===== config.mk =====
export PLATFORM = sky130hd
export DESIGN_NAME = hazard_forward_unit_flat
export DESIGN_NICKNAME = d
export VERILOG_FILES = /design/src/rtl/hazard_forward_unit_pkg.sv /design/src/rtl/hazard_forward_unit_if.sv /design/src/rtl/hazard_forward_unit_reg_scoreboard.sv /design/src/rtl/hazard_forward_unit.sv /design/src/flat_wrapper.sv
export SDC_FILE = /design/constraint.sdc
export NUM_CORES = 1
export LEC_CHECK = 0
export BUFFER_PORTS_ARGS = -buffer_cell sky130_fd_sc_hd__buf_4
export CORE_MARGIN = 4
export CORE_UTILIZATION = 40
export DETAILED_ROUTE_END_ITERATION = 8
export GPL_TIMING_DRIVEN = 0
export PLACE_DENSITY = 0.72
export SYNTH_ARGS = -nofsm -noshare
export SYNTH_HDL_FRONTEND = slang
export SYNTH_SLANG_ARGS = --single-unit

===== constraint.sdc =====
create_clock -name clk -period 12.6 [get_ports clk]
set_clock_uncertainty 0.1 [all_clocks]
set_input_delay 3.78 -clock clk [delete_from_list [all_inputs] [get_ports clk]]
set_output_delay 3.78 -clock clk [all_outputs]
set_load 0.005 [all_outputs]

===== src/rtl/hazard_forward_unit_pkg.sv =====
// Shared types and defaults for the pipeline hazard/forwarding unit.
package hazard_forward_unit_pkg;

  localparam int unsigned NUM_SRC_DEF   = 3;
  localparam int unsigned FWD_DEPTH_DEF = 2;
  localparam int unsigned REG_AW_DEF    = 5;
  localparam int unsigned NUM_REGS_DEF  = 32;
  localparam int unsigned CNT_W_DEF     = 32;

  // Forward select encoding: 0 = register file, FWD_STAGE0 + k = bypass stage k.
  localparam int unsigned FWD_NONE   = 0;
  localparam int unsigned FWD_STAGE0 = 1;

  typedef enum logic [1:0] {
    RUN        = 2'd0,
    LOAD_STALL = 2'd1,
    LONG_WAIT  = 2'd2
  } hazard_state_e;

  function automatic int unsigned fwd_code(input int unsigned stage);
    return stage + FWD_STAGE0;
  endfunction

endpackage


===== src/rtl/hazard_forward_unit_if.sv =====
// Bundle of ID/EX/bypass inputs and hazard-control outputs of the forwarding unit.
interface hazard_forward_unit_if
  import hazard_forward_unit_pkg::*;
#(
  parameter int unsigned NUM_SRC   = NUM_SRC_DEF,
  parameter int unsigned FWD_DEPTH = FWD_DEPTH_DEF,
  parameter int unsigned REG_AW    = REG_AW_DEF,
  parameter int unsigned SEL_W     = $clog2(FWD_DEPTH + 1),
  parameter int unsigned CNT_W     = CNT_W_DEF
) ();

  logic                         id_valid;
  logic [NUM_SRC-1:0]           id_src_en;
  logic [NUM_SRC*REG_AW-1:0]    id_src_addr;
  logic                         id_rd_we;
  logic [REG_AW-1:0]            id_rd_addr;
  logic                         id_is_long;

  logic                         ex_valid;
  logic [NUM_SRC-1:0]           ex_src_en;
  logic [NUM_SRC*REG_AW-1:0]    ex_src_addr;
  logic                         ex_rd_we;
  logic [REG_AW-1:0]            ex_rd_addr;
  logic                         ex_is_load;
  logic                         ex_is_long;

  logic [FWD_DEPTH-1:0]         stage_we;
  logic [FWD_DEPTH*REG_AW-1:0]  stage_rd;
  logic                         long_done;
  logic [REG_AW-1:0]            long_rd;
  logic                         flush;

  logic [NUM_SRC*SEL_W-1:0]     fwd_sel;
  logic                         stall_id;
  logic                         bubble_ex;
  logic [CNT_W-1:0]             load_stall_cnt;
  logic [CNT_W-1:0]             long_stall_cnt;

  modport master (
    output id_valid, id_src_en, id_src_addr, id_rd_we, id_rd_addr, id_is_long,
    output ex_valid, ex_src_en, ex_src_addr, ex_rd_we, ex_rd_addr, ex_is_load, ex_is_long,
    output stage_we, stage_rd, long_done, long_rd, flush,
    input  fwd_sel, stall_id, bubble_ex, load_stall_cnt, long_stall_cnt
  );

  modport slave (
    input  id_valid, id_src_en, id_src_addr, id_rd_we, id_rd_addr, id_is_long,
    input  ex_valid, ex_src_en, ex_src_addr, ex_rd_we, ex_rd_addr, ex_is_load, ex_is_long,
    input  stage_we, stage_rd, long_done, long_rd, flush,
    output fwd_sel, stall_id, bubble_ex, load_stall_cnt, long_stall_cnt
  );

endinterface


===== src/rtl/hazard_forward_unit_reg_scoreboard.sv =====
// Pending-writeback bit per architectural register for variable-latency units,
// with combinational lookup of several register addresses.
module reg_scoreboard
  import hazard_forward_unit_pkg::*;
#(
  parameter int unsigned NUM_REGS = NUM_REGS_DEF,
  parameter int unsigned REG_AW   = REG_AW_DEF,
  parameter int unsigned NUM_LK   = 1
) (
  input  logic                     clk,
  input  logic                     rst,
  input  logic                     set_en_i,
  input  logic [REG_AW-1:0]        set_addr_i,
  input  logic                     clr_en_i,
  input  logic [REG_AW-1:0]        clr_addr_i,
  input  logic                     flush_i,
  input  logic [NUM_LK*REG_AW-1:0] lk_addr_i,
  output logic [NUM_LK-1:0]        lk_hit_o,
  output logic                     any_o
);

  logic [NUM_REGS-1:0] pend_q;
  logic [NUM_REGS-1:0] pend_d;

  // Set is applied after clear so a same-register set/clear leaves the bit pending.
  always_comb begin
    pend_d = pend_q;
    if (flush_i) begin
      pend_d = '0;
    end else begin
      if (clr_en_i) pend_d[clr_addr_i] = 1'b0;
      if (set_en_i) pend_d[set_addr_i] = 1'b1;
    end
    pend_d[0] = 1'b0;
  end

  always_ff @(posedge clk) begin
    if (rst) pend_q <= '0;
    else     pend_q <= pend_d;
  end

  always_comb begin
    lk_hit_o = '0;
    for (int l = 0; l < int'(NUM_LK); l++) begin
      lk_hit_o[l] = pend_q[lk_addr_i[l*REG_AW +: REG_AW]];
    end
  end

  assign any_o = |pend_q;

endmodule


===== src/rtl/hazard_forward_unit.sv =====
// Operand bypass selection, load-use and long-latency hazard detection, stall-cause
// tracking and saturating stall counters for the ID/EX boundary.
module hazard_forward_unit
  import hazard_forward_unit_pkg::*;
#(
  parameter int unsigned NUM_SRC   = NUM_SRC_DEF,
  parameter int unsigned FWD_DEPTH = FWD_DEPTH_DEF,
  parameter int unsigned REG_AW    = REG_AW_DEF,
  parameter int unsigned NUM_REGS  = NUM_REGS_DEF,
  parameter int unsigned SEL_W     = $clog2(FWD_DEPTH + 1),
  parameter int unsigned CNT_W     = CNT_W_DEF
) (
  input logic                  clk,
  input logic                  rst,
  hazard_forward_unit_if.slave hz
);

  localparam int unsigned NUM_LK = NUM_SRC + 1;

  logic [NUM_SRC*SEL_W-1:0] fwd_sel_c;
  logic                     load_haz_c;
  logic                     long_haz_c;
  logic                     stall_c;
  logic                     sb_set_c;
  logic                     sb_any;
  logic [NUM_LK-1:0]        lk_hit;
  logic [CNT_W-1:0]         load_cnt_q, load_cnt_d;
  logic [CNT_W-1:0]         long_cnt_q, long_cnt_d;
  hazard_state_e            state_q;

  // Per-operand bypass priority: youngest matching stage wins, x0 never forwarded.
  for (genvar gi = 0; gi < int'(NUM_SRC); gi++) begin : g_fwd
    logic [REG_AW-1:0] addr;
    logic [SEL_W-1:0]  sel;

    assign addr = hz.ex_src_addr[gi*REG_AW +: REG_AW];

    always_comb begin
      sel = SEL_W'(FWD_NONE);
      for (int k = int'(FWD_DEPTH) - 1; k >= 0; k--) begin
        if (hz.stage_we[k] && (hz.stage_rd[k*REG_AW +: REG_AW] == addr)) begin
          sel = SEL_W'(fwd_code(unsigned'(k)));
        end
      end
      if (rst || !hz.ex_valid || !hz.ex_src_en[gi] || (addr == '0)) begin
        sel = SEL_W'(FWD_NONE);
      end
    end

    assign fwd_sel_c[gi*SEL_W +: SEL_W] = sel;
  end

  always_comb begin
    load_haz_c = 1'b0;
    if (hz.id_valid && hz.ex_valid && hz.ex_is_load && hz.ex_rd_we && (hz.ex_rd_addr != '0)) begin
      for (int i = 0; i < int'(NUM_SRC); i++) begin
        if (hz.id_src_en[i] && (hz.id_src_addr[i*REG_AW +: REG_AW] == hz.ex_rd_addr)) begin
          load_haz_c = 1'b1;
        end
      end
    end
  end

  assign sb_set_c = hz.ex_valid && hz.ex_is_long && hz.ex_rd_we &&
                    (hz.ex_rd_addr != '0) && !hz.flush;

  reg_scoreboard #(
    .NUM_REGS (NUM_REGS),
    .REG_AW   (REG_AW),
    .NUM_LK   (NUM_LK)
  ) u_scoreboard (
    .clk        (clk),
    .rst        (rst),
    .set_en_i   (sb_set_c),
    .set_addr_i (hz.ex_rd_addr),
    .clr_en_i   (hz.long_done),
    .clr_addr_i (hz.long_rd),
    .flush_i    (hz.flush),
    .lk_addr_i  ({hz.id_rd_addr, hz.id_src_addr}),
    .lk_hit_o   (lk_hit),
    .any_o      (sb_any)
  );

  // RAW on a pending source, WAW on the destination, or a second long op while one is outstanding.
  always_comb begin
    long_haz_c = 1'b0;
    if (hz.id_valid) begin
      if (|(hz.id_src_en & lk_hit[NUM_SRC-1:0])) long_haz_c = 1'b1;
      if (hz.id_rd_we && lk_hit[NUM_SRC])        long_haz_c = 1'b1;
      if (hz.id_is_long && sb_any)               long_haz_c = 1'b1;
    end
  end

  assign stall_c = !rst && !hz.flush && (load_haz_c || long_haz_c);

  always_comb begin
    load_cnt_d = load_cnt_q;
    long_cnt_d = long_cnt_q;
    if (stall_c) begin
      if (long_haz_c) begin
        if (!(&long_cnt_q)) long_cnt_d = long_cnt_q + CNT_W'(1);
      end else begin
        if (!(&load_cnt_q)) load_cnt_d = load_cnt_q + CNT_W'(1);
      end
    end
  end

  // Cause-tracking state and counters; flush returns to RUN regardless of hazards.
  always_ff @(posedge clk) begin
    if (rst) begin
      state_q    <= RUN;
      load_cnt_q <= '0;
      long_cnt_q <= '0;
    end else begin
      load_cnt_q <= load_cnt_d;
      long_cnt_q <= long_cnt_d;
      if (hz.flush) begin
        state_q <= RUN;
      end else begin
        unique case (state_q)
          RUN: begin
            if (long_haz_c)      state_q <= LONG_WAIT;
            else if (load_haz_c) state_q <= LOAD_STALL;
          end
          LOAD_STALL: state_q <= RUN;
          LONG_WAIT: begin
            if (!long_haz_c) state_q <= RUN;
          end
          default: state_q <= RUN;
        endcase
      end
    end
  end

  assign hz.fwd_sel        = fwd_sel_c;
  assign hz.stall_id       = stall_c;
  assign hz.bubble_ex      = stall_c;
  assign hz.load_stall_cnt = rst ? '0 : load_cnt_q;
  assign hz.long_stall_cnt = rst ? '0 : long_cnt_q;

endmodule


===== src/flat_wrapper.sv =====
// flat-port wrapper written by rule: the top's interface ports become plain ports
module hazard_forward_unit_flat import hazard_forward_unit_pkg::*;
#(
  parameter int unsigned NUM_SRC   = NUM_SRC_DEF,
  parameter int unsigned FWD_DEPTH = FWD_DEPTH_DEF,
  parameter int unsigned REG_AW    = REG_AW_DEF,
  parameter int unsigned NUM_REGS  = NUM_REGS_DEF,
  parameter int unsigned SEL_W     = $clog2(FWD_DEPTH + 1),
  parameter int unsigned CNT_W     = CNT_W_DEF
)
  (clk, rst, hz_id_valid, hz_id_src_en, hz_id_src_addr, hz_id_rd_we, hz_id_rd_addr, hz_id_is_long, hz_ex_valid, hz_ex_src_en, hz_ex_src_addr, hz_ex_rd_we, hz_ex_rd_addr, hz_ex_is_load, hz_ex_is_long, hz_stage_we, hz_stage_rd, hz_long_done, hz_long_rd, hz_flush, hz_fwd_sel, hz_stall_id, hz_bubble_ex, hz_load_stall_cnt, hz_long_stall_cnt);
  hazard_forward_unit_if #(.NUM_SRC(NUM_SRC), .FWD_DEPTH(FWD_DEPTH), .REG_AW(REG_AW), .SEL_W(SEL_W), .CNT_W(CNT_W)) hz_i ();
  input logic clk;
  input logic rst;
  input wire logic [$bits(hz_i.id_valid)-1:0] hz_id_valid;
  input wire logic [$bits(hz_i.id_src_en)-1:0] hz_id_src_en;
  input wire logic [$bits(hz_i.id_src_addr)-1:0] hz_id_src_addr;
  input wire logic [$bits(hz_i.id_rd_we)-1:0] hz_id_rd_we;
  input wire logic [$bits(hz_i.id_rd_addr)-1:0] hz_id_rd_addr;
  input wire logic [$bits(hz_i.id_is_long)-1:0] hz_id_is_long;
  input wire logic [$bits(hz_i.ex_valid)-1:0] hz_ex_valid;
  input wire logic [$bits(hz_i.ex_src_en)-1:0] hz_ex_src_en;
  input wire logic [$bits(hz_i.ex_src_addr)-1:0] hz_ex_src_addr;
  input wire logic [$bits(hz_i.ex_rd_we)-1:0] hz_ex_rd_we;
  input wire logic [$bits(hz_i.ex_rd_addr)-1:0] hz_ex_rd_addr;
  input wire logic [$bits(hz_i.ex_is_load)-1:0] hz_ex_is_load;
  input wire logic [$bits(hz_i.ex_is_long)-1:0] hz_ex_is_long;
  input wire logic [$bits(hz_i.stage_we)-1:0] hz_stage_we;
  input wire logic [$bits(hz_i.stage_rd)-1:0] hz_stage_rd;
  input wire logic [$bits(hz_i.long_done)-1:0] hz_long_done;
  input wire logic [$bits(hz_i.long_rd)-1:0] hz_long_rd;
  input wire logic [$bits(hz_i.flush)-1:0] hz_flush;
  output wire logic [$bits(hz_i.fwd_sel)-1:0] hz_fwd_sel;
  output wire logic [$bits(hz_i.stall_id)-1:0] hz_stall_id;
  output wire logic [$bits(hz_i.bubble_ex)-1:0] hz_bubble_ex;
  output wire logic [$bits(hz_i.load_stall_cnt)-1:0] hz_load_stall_cnt;
  output wire logic [$bits(hz_i.long_stall_cnt)-1:0] hz_long_stall_cnt;
  assign hz_i.id_valid = hz_id_valid;
  assign hz_i.id_src_en = hz_id_src_en;
  assign hz_i.id_src_addr = hz_id_src_addr;
  assign hz_i.id_rd_we = hz_id_rd_we;
  assign hz_i.id_rd_addr = hz_id_rd_addr;
  assign hz_i.id_is_long = hz_id_is_long;
  assign hz_i.ex_valid = hz_ex_valid;
  assign hz_i.ex_src_en = hz_ex_src_en;
  assign hz_i.ex_src_addr = hz_ex_src_addr;
  assign hz_i.ex_rd_we = hz_ex_rd_we;
  assign hz_i.ex_rd_addr = hz_ex_rd_addr;
  assign hz_i.ex_is_load = hz_ex_is_load;
  assign hz_i.ex_is_long = hz_ex_is_long;
  assign hz_i.stage_we = hz_stage_we;
  assign hz_i.stage_rd = hz_stage_rd;
  assign hz_i.long_done = hz_long_done;
  assign hz_i.long_rd = hz_long_rd;
  assign hz_i.flush = hz_flush;
  assign hz_fwd_sel = hz_i.fwd_sel;
  assign hz_stall_id = hz_i.stall_id;
  assign hz_bubble_ex = hz_i.bubble_ex;
  assign hz_load_stall_cnt = hz_i.load_stall_cnt;
  assign hz_long_stall_cnt = hz_i.long_stall_cnt;
  hazard_forward_unit #(.NUM_SRC(NUM_SRC), .FWD_DEPTH(FWD_DEPTH), .REG_AW(REG_AW), .NUM_REGS(NUM_REGS), .SEL_W(SEL_W), .CNT_W(CNT_W)) u_core (.clk(clk), .rst(rst), .hz(hz_i));
endmodule

Word-level counts from Yosys, hierarchy flattened

Cells that the tools add are included.

Flip-flop bits (word level): 96
Bits of input ports: 74

Add/subtract/negate cells: 2
$lt $le $gt $ge: 8
Equality and inequality tests: 9
Muxes and demuxes: 34
Bitwise gates (word level): 7
Reductions and logical operators: 48

Operators by type and width:

| operator                                                          | count |
|---|---|
| 2-to-1 mux 32 bit                                                 | 5 |
| adder 32 x 1 -> 32 bit, second input constant                     | 2 |
| AND reduction 32 bit                                              | 2 |
| == test 5 bit                                                     | 9 |
| less-than comparator 5 x 6 -> 1 bit, second input constant        | 6 |
| AND 32 bit                                                        | 1 |
| NOT 32 bit                                                        | 1 |
| OR 32 bit                                                         | 1 |
| OR reduction 32 bit                                               | 1 |
| logical AND 1 bit                                                 | 23 |
| binary-select mux 1 bit (select 5 bit)                            | 4 |
| 2-to-1 mux 2 bit                                                  | 9 |
| logical NOT 5 bit                                                 | 3 |
| 2-to-1 mux 1 bit                                                  | 14 |
| demux 1 bit (select 5 bit)                                        | 2 |
| greater-or-equal comparator 5 x 1 -> 1 bit, second input constant | 2 |
| logical OR 1 bit                                                  | 8 |
| logical NOT 1 bit                                                 | 6 |
| AND reduction 3 bit                                               | 2 |
| nonzero test 5 bit                                                | 1 |
| AND 3 bit                                                         | 1 |
| NOT 1 bit                                                         | 3 |
| OR reduction 3 bit                                                | 1 |
| OR reduction 2 bit                                                | 1 |

Longest topological paths before layout

Gate-level depths: netlist of run 1.

Word-level depth: 11
Depth in mapped cells: 11
Mapped depth without buffers: 9

Hierarchy

A second synthesis of run 1 with hierarchy kept.

Cells, all modules: 827
Area, all modules: 6632.6 sq um

By module, submodules not included:

| module              | instances | cells an instance | area an instance (sq um) | sequential area each (sq um) |
|---|---|---|---|---|
| hazard_forward_unit | 1         | 514               | 4068.9                   | 1281.2 |
| reg_scoreboard      | 1         | 313               | 2563.7                   | 620.6 |

Worst setup path after synthesis of run 1

OpenSTA, ideal clock, no wires.

Kind: input-to-output
Start point: input port hz_id_src_addr[1]
End point: output port hz_stall_id
Arrival time: 6.064 ns
Data required time: 8.720 ns
Slack: 2.656 ns
Stages on the path: 9
Buffers on the path: 2
Cells stage by stage: clkbuf_1 -> mux4_2 -> o22a_1 -> o211ai_1 -> o21ai_1 -> a311o_1 -> o21ai_1 -> a21oi_1 -> buf_4

Cells in the longest elaborated chain, start to end: 10

RTL lines:

| element                                | RTL line                                 | RTL |
|---|---|---|
| from (decl)                            | flat_wrapper.sv:17                       | `input wire logic [$bits(hz_i.id_src_addr)-1:0] hz_id_src_addr;` |
| binary-select mux 1 bit (select 5 bit) | hazard_forward_unit_reg_scoreboard.sv:45 | `lk_hit_o[l] = pend_q[lk_addr_i[l*REG_AW +: REG_AW]];` |
| 2-to-1 mux 1 bit (not written as such) | hazard_forward_unit_reg_scoreboard.sv:45 |  |
| AND 3 bit                              | hazard_forward_unit.sv:88                | `if (\|(hz.id_src_en & lk_hit[NUM_SRC-1:0])) long_haz_c = 1'b1;` |
| OR reduction 3 bit                     | hazard_forward_unit.sv:88                |  |
| 2-to-1 mux 1 bit                       | hazard_forward_unit.sv:88                |  |
| 2-to-1 mux 1 bit                       | hazard_forward_unit.sv:89                | `if (hz.id_rd_we && lk_hit[NUM_SRC]) long_haz_c = 1'b1;` |
| 2-to-1 mux 1 bit                       | hazard_forward_unit.sv:90                | `if (hz.id_is_long && sb_any) long_haz_c = 1'b1;` |
| 2-to-1 mux 1 bit                       | hazard_forward_unit.sv:87                | `if (hz.id_valid) begin` |
| logical OR 1 bit *                     | hazard_forward_unit.sv:94                | `assign stall_c = !rst && !hz.flush && (load_haz_c \|\| long_haz_c);` |
| logical AND 1 bit *                    | hazard_forward_unit.sv:94                |  |
| to (decl)                              | flat_wrapper.sv:34                       | `output wire logic [$bits(hz_i.stall_id)-1:0] hz_stall_id;` |

Every way passes the cells marked *; elsewhere a longest branch is shown, timed or not. The select of a mux whose other input is x is not followed.

Worst setup path in the final report of run 1

Ends and elaborated chain as after synthesis.

==> flow_metrics.tcl, run 1 <==
set metrics [dict create \
    status "completed" \
    critPathArrivalTime_ps 6680 \
    path_buf_inv 3 \
    rows 46 \
    post_drt_wl_per_cell_um 17.8 \
    die_y_um 137 \
    p_per_area_nw_per_um2 80.8 \
    area_growth_pct 23.5 \
    syn_avg_cell_area_um2 8.27 \
    stdcell_area_um2 8240 \
    io_pins 146 \
    coreArea_um2 16100 \
    yosysWarnings 0 \
    place_area_um2 7930 \
    clkLatencyLatePin_ps 350 \
    path_clk_slew_ps 70 \
    htree_levels 3 \
    setup_ws_ps 2040 \
    hpwl_um 15900 \
    synth_edf_count 0 \
    ys_ff_latch 95 \
    routed_via_density 5.77 \
    path_max_fanout 10 \
    grt_overflow 0 \
    final_layout_size_suffix_gt1_frac 0.235 \
    grt_pass1_vias 6299 \
    cts_buffer_depth 2 \
    syn_area_um2 6670 \
    dieArea_um2 18800 \
    grt_setup_unrepaired "no" \
    cp_top_family "compound AO/OA/AOI/OAI gates" \
    cp_slowest_cell "mux4_2" \
    maxCapViolCount 0 \
    clock.fmax_mhz 94.7 \
    post_cts_buffers 0 \
    cts_made_buffers 9 \
    cp-end-kind "output pin" \
    wirelength_um 20800 \
    antenna_found_initial 0 \
    crit_chain "clkbuf_1 -> mux4_2 -> o22a_1 -> o211ai_1 -> o21ai_1 -> a311o_1 -> o21ai_1 -> a21oi_1 -> buf_4 -> buf_4" \
    firstDrtPassIters 5 \
    synth.distinct_cells 58 \
    post-place-ws_ps 2030 \
    grt_usage 0.217 \
    yosys-top-cells-area "dfxtp_1 29%, mux4_2 7.8%, mux2_2 6.4%" \
    tightest_slew_ps 1160 \
    synthCells 806 \
    hold_violations 0 \
    drt_iter0_markers 621 \
    setup-violations-final 0 \
    netlist_top_cells_count "95 x dfxtp_1, 75 x nor2_1, 59 x nand2_1, 55 x nor2b_1" \
    initial_core_util 0.414 \
    cts_tree "done" \
    clockRootBuffer "clkbuf_16" \
    synth_ff_type "dfxtp_1" \
    yosysMostFrequentCell "dfxtp_1" \
    leakagePower_nw 3.18 \
    dp.cells 1154 \
    cts_hold_buf 0 \
    maxSlewViolCount 0 \
    diodes 0 \
    synth_area_leader_cell "dfxtp_1" \
    worstSetupPathType "in2out" \
    timing.final.crit_period_ps 10560 \
    startpoint_type "primary input" \
    route.detailed.drc 0 \
    syn-num-nets 882 \
    fin_crit_sh 0.838 \
    relSlewSlack 0.218 \
    tns_ps 0 \
    cpPeakStageDelay_ps 570 \
    grt_pass1_wl_um 32500 \
    utilization 0.511 \
    final_cells 1170 \
    vias 6749 \
    port_buffers 132 \
    cts_resized 0 \
    synth_top_area_share 0.285 \
    async_reset_ff_frac 0 \
    globalplace.congestion 0.889 \
    cts.sinks 95 \
    final_antenna_net_count 0 \
    synth-seq-area-share 0.285 \
    layout.nets 1025 \
    hold_path.class "reg2reg" \
    grt_max_degree 17 \
    ir_drop_mv 0.0641 \
    worstPathRequired_ps 8720 \
    die_w_um 137 \
]
## through the flow
step / hold slack [ps] / power, mW
2_1_floorplan: 358 / 0.351
3_3_place_gp: 370 / 0.387
3_5_place_dp: 393 / 0.388
4_1_cts: 406 / 0.669
5_1_grt: 440 / 0.687
6_report: 406 / 0.666
## flip-flops by register name, indices dropped and copies added, names as in the netlist
| signal | cells |
|---|---|
| u_core.load_cnt_q | 32 |
| u_core.long_cnt_q | 32 |
| u_core.u_scoreboard.pend_q | 31 |
## metal layers
| layer | vias to the layer above | wire length (µm) | GRT usage |
|---|---|---|---|
| met3 | 35 | 1550 | 0.0327 |
| met4 | 0 | 458 | 0.0726 |
| li1 | 3211 | - | - |
| met1 | 3209 | 8870 | 0.289 |
| met2 | 294 | 9920 | 0.358 |
| met5 | - | 0 | 0 |
## path summary, 6_finish.rpt
kind	slack, ps	to	startpoint	cells past startpoint
setup / recovery	2040	hz_stall_id	hz_id_src_addr[1]	10
hold / removal	410	u_core.load_cnt_q[14]	u_core.load_cnt_q[14]	2
setup reg to reg	8770	u_core.long_cnt_q[24]	u_core.u_scoreboard.pend_q[31]	10
hold reg to reg	410	u_core.load_cnt_q[14]	u_core.load_cnt_q[14]	2
## layout make-up
cell class / count / area (µm²)
Clock inverter: 5 / 63.8
Inverter: 15 / 56.3
Sequential cell: 95 / 1900
Buffer: 48 / 194
Fill cell: 1531 / 7880
Timing Repair Buffer: 132 / 991
Multi-Input combinational cell: 648 / 4520
Clock buffer: 11 / 243
Tap cell: 216 / 270
## worst reg2reg max path: stages (launching register included)
cell and delay (ps):
dfxtp_1 380, mux4_2 490, mux4_2 490, nor2_1 100
a311oi_1 60, a311o_1 350, o21ai_1 530, nor2_1 340
clkbuf_1 340, nand3_1 190, mux2_2 340
## placed cells by master, fill, tap and decap left out, types with 3 or more instances in the layout
cell type  instances
a21oi_1           44
a31oi_1            3
and2_1             8
and3_1            27
and4_1             6
buf_1              3
buf_2              5
buf_4            134
clkbuf_1          39
clkbuf_16          9
dfxtp_1           95
inv_1             15
mux2_1             8
mux2_2            38
mux2i_1           18
mux4_2            23
nand2_1           59
nand2b_1           3
nand3_1           38
nand3b_1          10
nand4_1           26
nor2_1            75
nor2b_1           55
nor3_1            16
nor3b_1            8
nor4_1            21
o211ai_1           6
o21ai_0           44
o31ai_1            3
or3_1             13
or3b_2             3
or4_1              6
xnor2_1           16
xor2_1            40
## logic make-up after synthesis
logic type      synth area share
xor+xnor                  0.0735
compound gates            0.0981
mux                        0.182
fa+ha+maj                0.00375
flops                      0.285
simple gates               0.320
buf+inv                   0.0375
## where the power goes
group / leakage, nW / internal (mW) / switching, mW / total, mW
Combinational: 2.26 / 0.0339 / 0.0474 / 0.0814
Clock: 0.152 / 0.162 / 0.122 / 0.284
Sequential: 0.765 / 0.300 / 0.000377 / 0.301
Power figures use the tool's default switching activity.
==> run 2, diff against run 1 <==
Settings changed: PLACE_DENSITY 0.72 to 0.74.
Clock period 12.6 ns to 9.3 ns, I/O delays scaled along.
==> flow_metrics.tcl, run 2 (synthesized netlist as in run 1, its figures left out) <==
set metrics [dict create \
    worstPathRequired_ps 6410 \
    firstDrtPassIters 5 \
    coreArea_um2 16100 \
    cts_made_buffers 9 \
    vias 6663 \
    hold_violations 0 \
    wirelength_um 21100 \
    clockRootBuffer "clkbuf_16" \
    fin_crit_sh 0.928 \
    clkLatencyLatePin_ps 350 \
    critPathArrivalTime_ps 5740 \
    htree_levels 3 \
    path_clk_slew_ps 80 \
    final_antenna_net_count 0 \
    die_w_um 137 \
    final_cells 1170 \
    route.detailed.drc 0 \
    grt_pass1_wl_um 32800 \
    cts_tree "done" \
    post-place-ws_ps 674 \
    antenna_found_initial 0 \
    die_y_um 137 \
    layout.nets 1025 \
    maxSlewViolCount 0 \
    holdWs_ps 392 \
    cp-end-kind "output pin" \
    post_cts_buffers 0 \
    relSlewSlack 0.176 \
    area_growth_pct 24.5 \
    worstSetupPathType "in2out" \
    globalplace.congestion 0.980 \
    path_max_fanout 10 \
    ir_drop_mv 0.102 \
    crit_chain "clkbuf_1 -> mux4_2 -> mux4_2 -> nor2_1 -> a311oi_1 -> a311o_1 -> o21ai_1 -> a21oi_1 -> buf_4 -> buf_4" \
    cp_slowest_cell "o21ai_1" \
    reg.largest.list "u_core.load_cnt_q: 32 flops, u_core.long_cnt_q: 32 flops, u_core.u_scoreboard.pend_q: 31 flops" \
    final_layout_size_suffix_gt1_frac 0.236 \
    dp.cells 1154 \
    grt_setup_unrepaired "no" \
    status "completed" \
    cts_resized 0 \
    cts.sinks 95 \
    diodes 0 \
    rows 46 \
    tightest_slew_ps 1230 \
    maxCapViolCount 0 \
    hold_path.class "reg2reg" \
    cts_buffer_depth 2 \
    grt_usage 0.219 \
    final_common_cell "buf_4" \
    cts_hold_buf 0 \
    io_pins 146 \
    setup-violations-final 0 \
    final_cell_mix "134 x buf_4, 95 x dfxtp_1, 75 x nor2_1" \
    routed_via_density 5.69 \
    post_drt_wl_per_cell_um 18.0 \
    hpwl_um 15800 \
    cpPeakStageDelay_ps 580 \
    fillers 1574 \
    port_buffers 132 \
    timing.final.crit_period_ps 8630 \
    initial_core_util 0.414 \
    leakagePower_nw 3.21 \
    startpoint_type "primary input" \
    p_per_area_nw_per_um2 119 \
    grt_overflow 0 \
    dieArea_um2 18800 \
    grt_max_degree 18 \
    grt_pass1_vias 6364 \
    clock.fmax_mhz 116 \
    drt_iter0_markers 552 \
    tns_ps 0 \
    setup_ws_ps 666 \
]
==> run 2: cell count changes in the layout (fill, tap and decap cells not counted) <==
| cell | previous run | this run |
|---|---|---|
| clkbuf_8 | 1 | 0 |
| clkbuf_1 | 39 | 38 |
| bufinv_16 | 1 | 4 |
| clkinv_2 | 1 | 0 |
==> run 2: worst paths after layout <==
path / start / to / slack [ps] / cells past startpoint
setup / recovery: hz_id_src_addr[7] / hz_stall_id / 670 / 10
setup reg to reg: u_core.u_scoreboard.pend_q[22] / u_core.long_cnt_q[19] / 5400 / 10
hold reg to reg: u_core.load_cnt_q[14] / u_core.load_cnt_q[14] / 390 / 2
hold / removal: u_core.load_cnt_q[14] / u_core.load_cnt_q[14] / 390 / 2
==> run 2: metrics by stage <==
step	instance area, µm²	power [mW]	util
2_1_floorplan	6670	0.476	-
3_3_place_gp	7930	0.524	0.492
3_5_place_dp	7930	0.526	0.492
4_1_cts	8300	0.991	0.515
5_1_grt	8300	1.02	0.515
6_report	8300	0.987	0.515
==> run 2: report_power, final <==
group / leakage (nW) / switching [mW] / internal (mW)
clock: 0.183 / 0.176 / 0.294
sequential: 0.765 / 0.000517 / 0.407
combinational: 2.26 / 0.0640 / 0.0460
==> run 2: worst max-delay path: cells and delay by family <==
| kind | cells | cell delay, ps |
|---|---|---|
| compound gates | 4 | 1250 |
| buf+inv | 3 | 720 |
| mux | 2 | 870 |
| simple gates | 1 | 110 |
==> run 2: final cells by class <==
class / instances / area (µm²) / share of cell area
well taps: 216 / 270 / 0.0325
repair buffers: 132 / 991 / 0.119
inverters: 15 / 56.3 / 0.00678
clock buffers: 9 / 225 / 0.0271
plain buffers: 48 / 194 / 0.0234
flip-flops and latches: 95 / 1900 / 0.229
clock inverters: 7 / 149 / 0.0179
multi-input cells: 648 / 4520 / 0.544
==> run 2: per-layer routing <==
layer / routed length (µm) / GRT usage / vias to the layer above
met5: 0 / 0 / -
met4: 536 / 0.0809 / 0
met3: 1630 / 0.0368 / 39
met2: 9860 / 0.357 / 282
met1: 9050 / 0.290 / 3127
li1: - / - / 3215
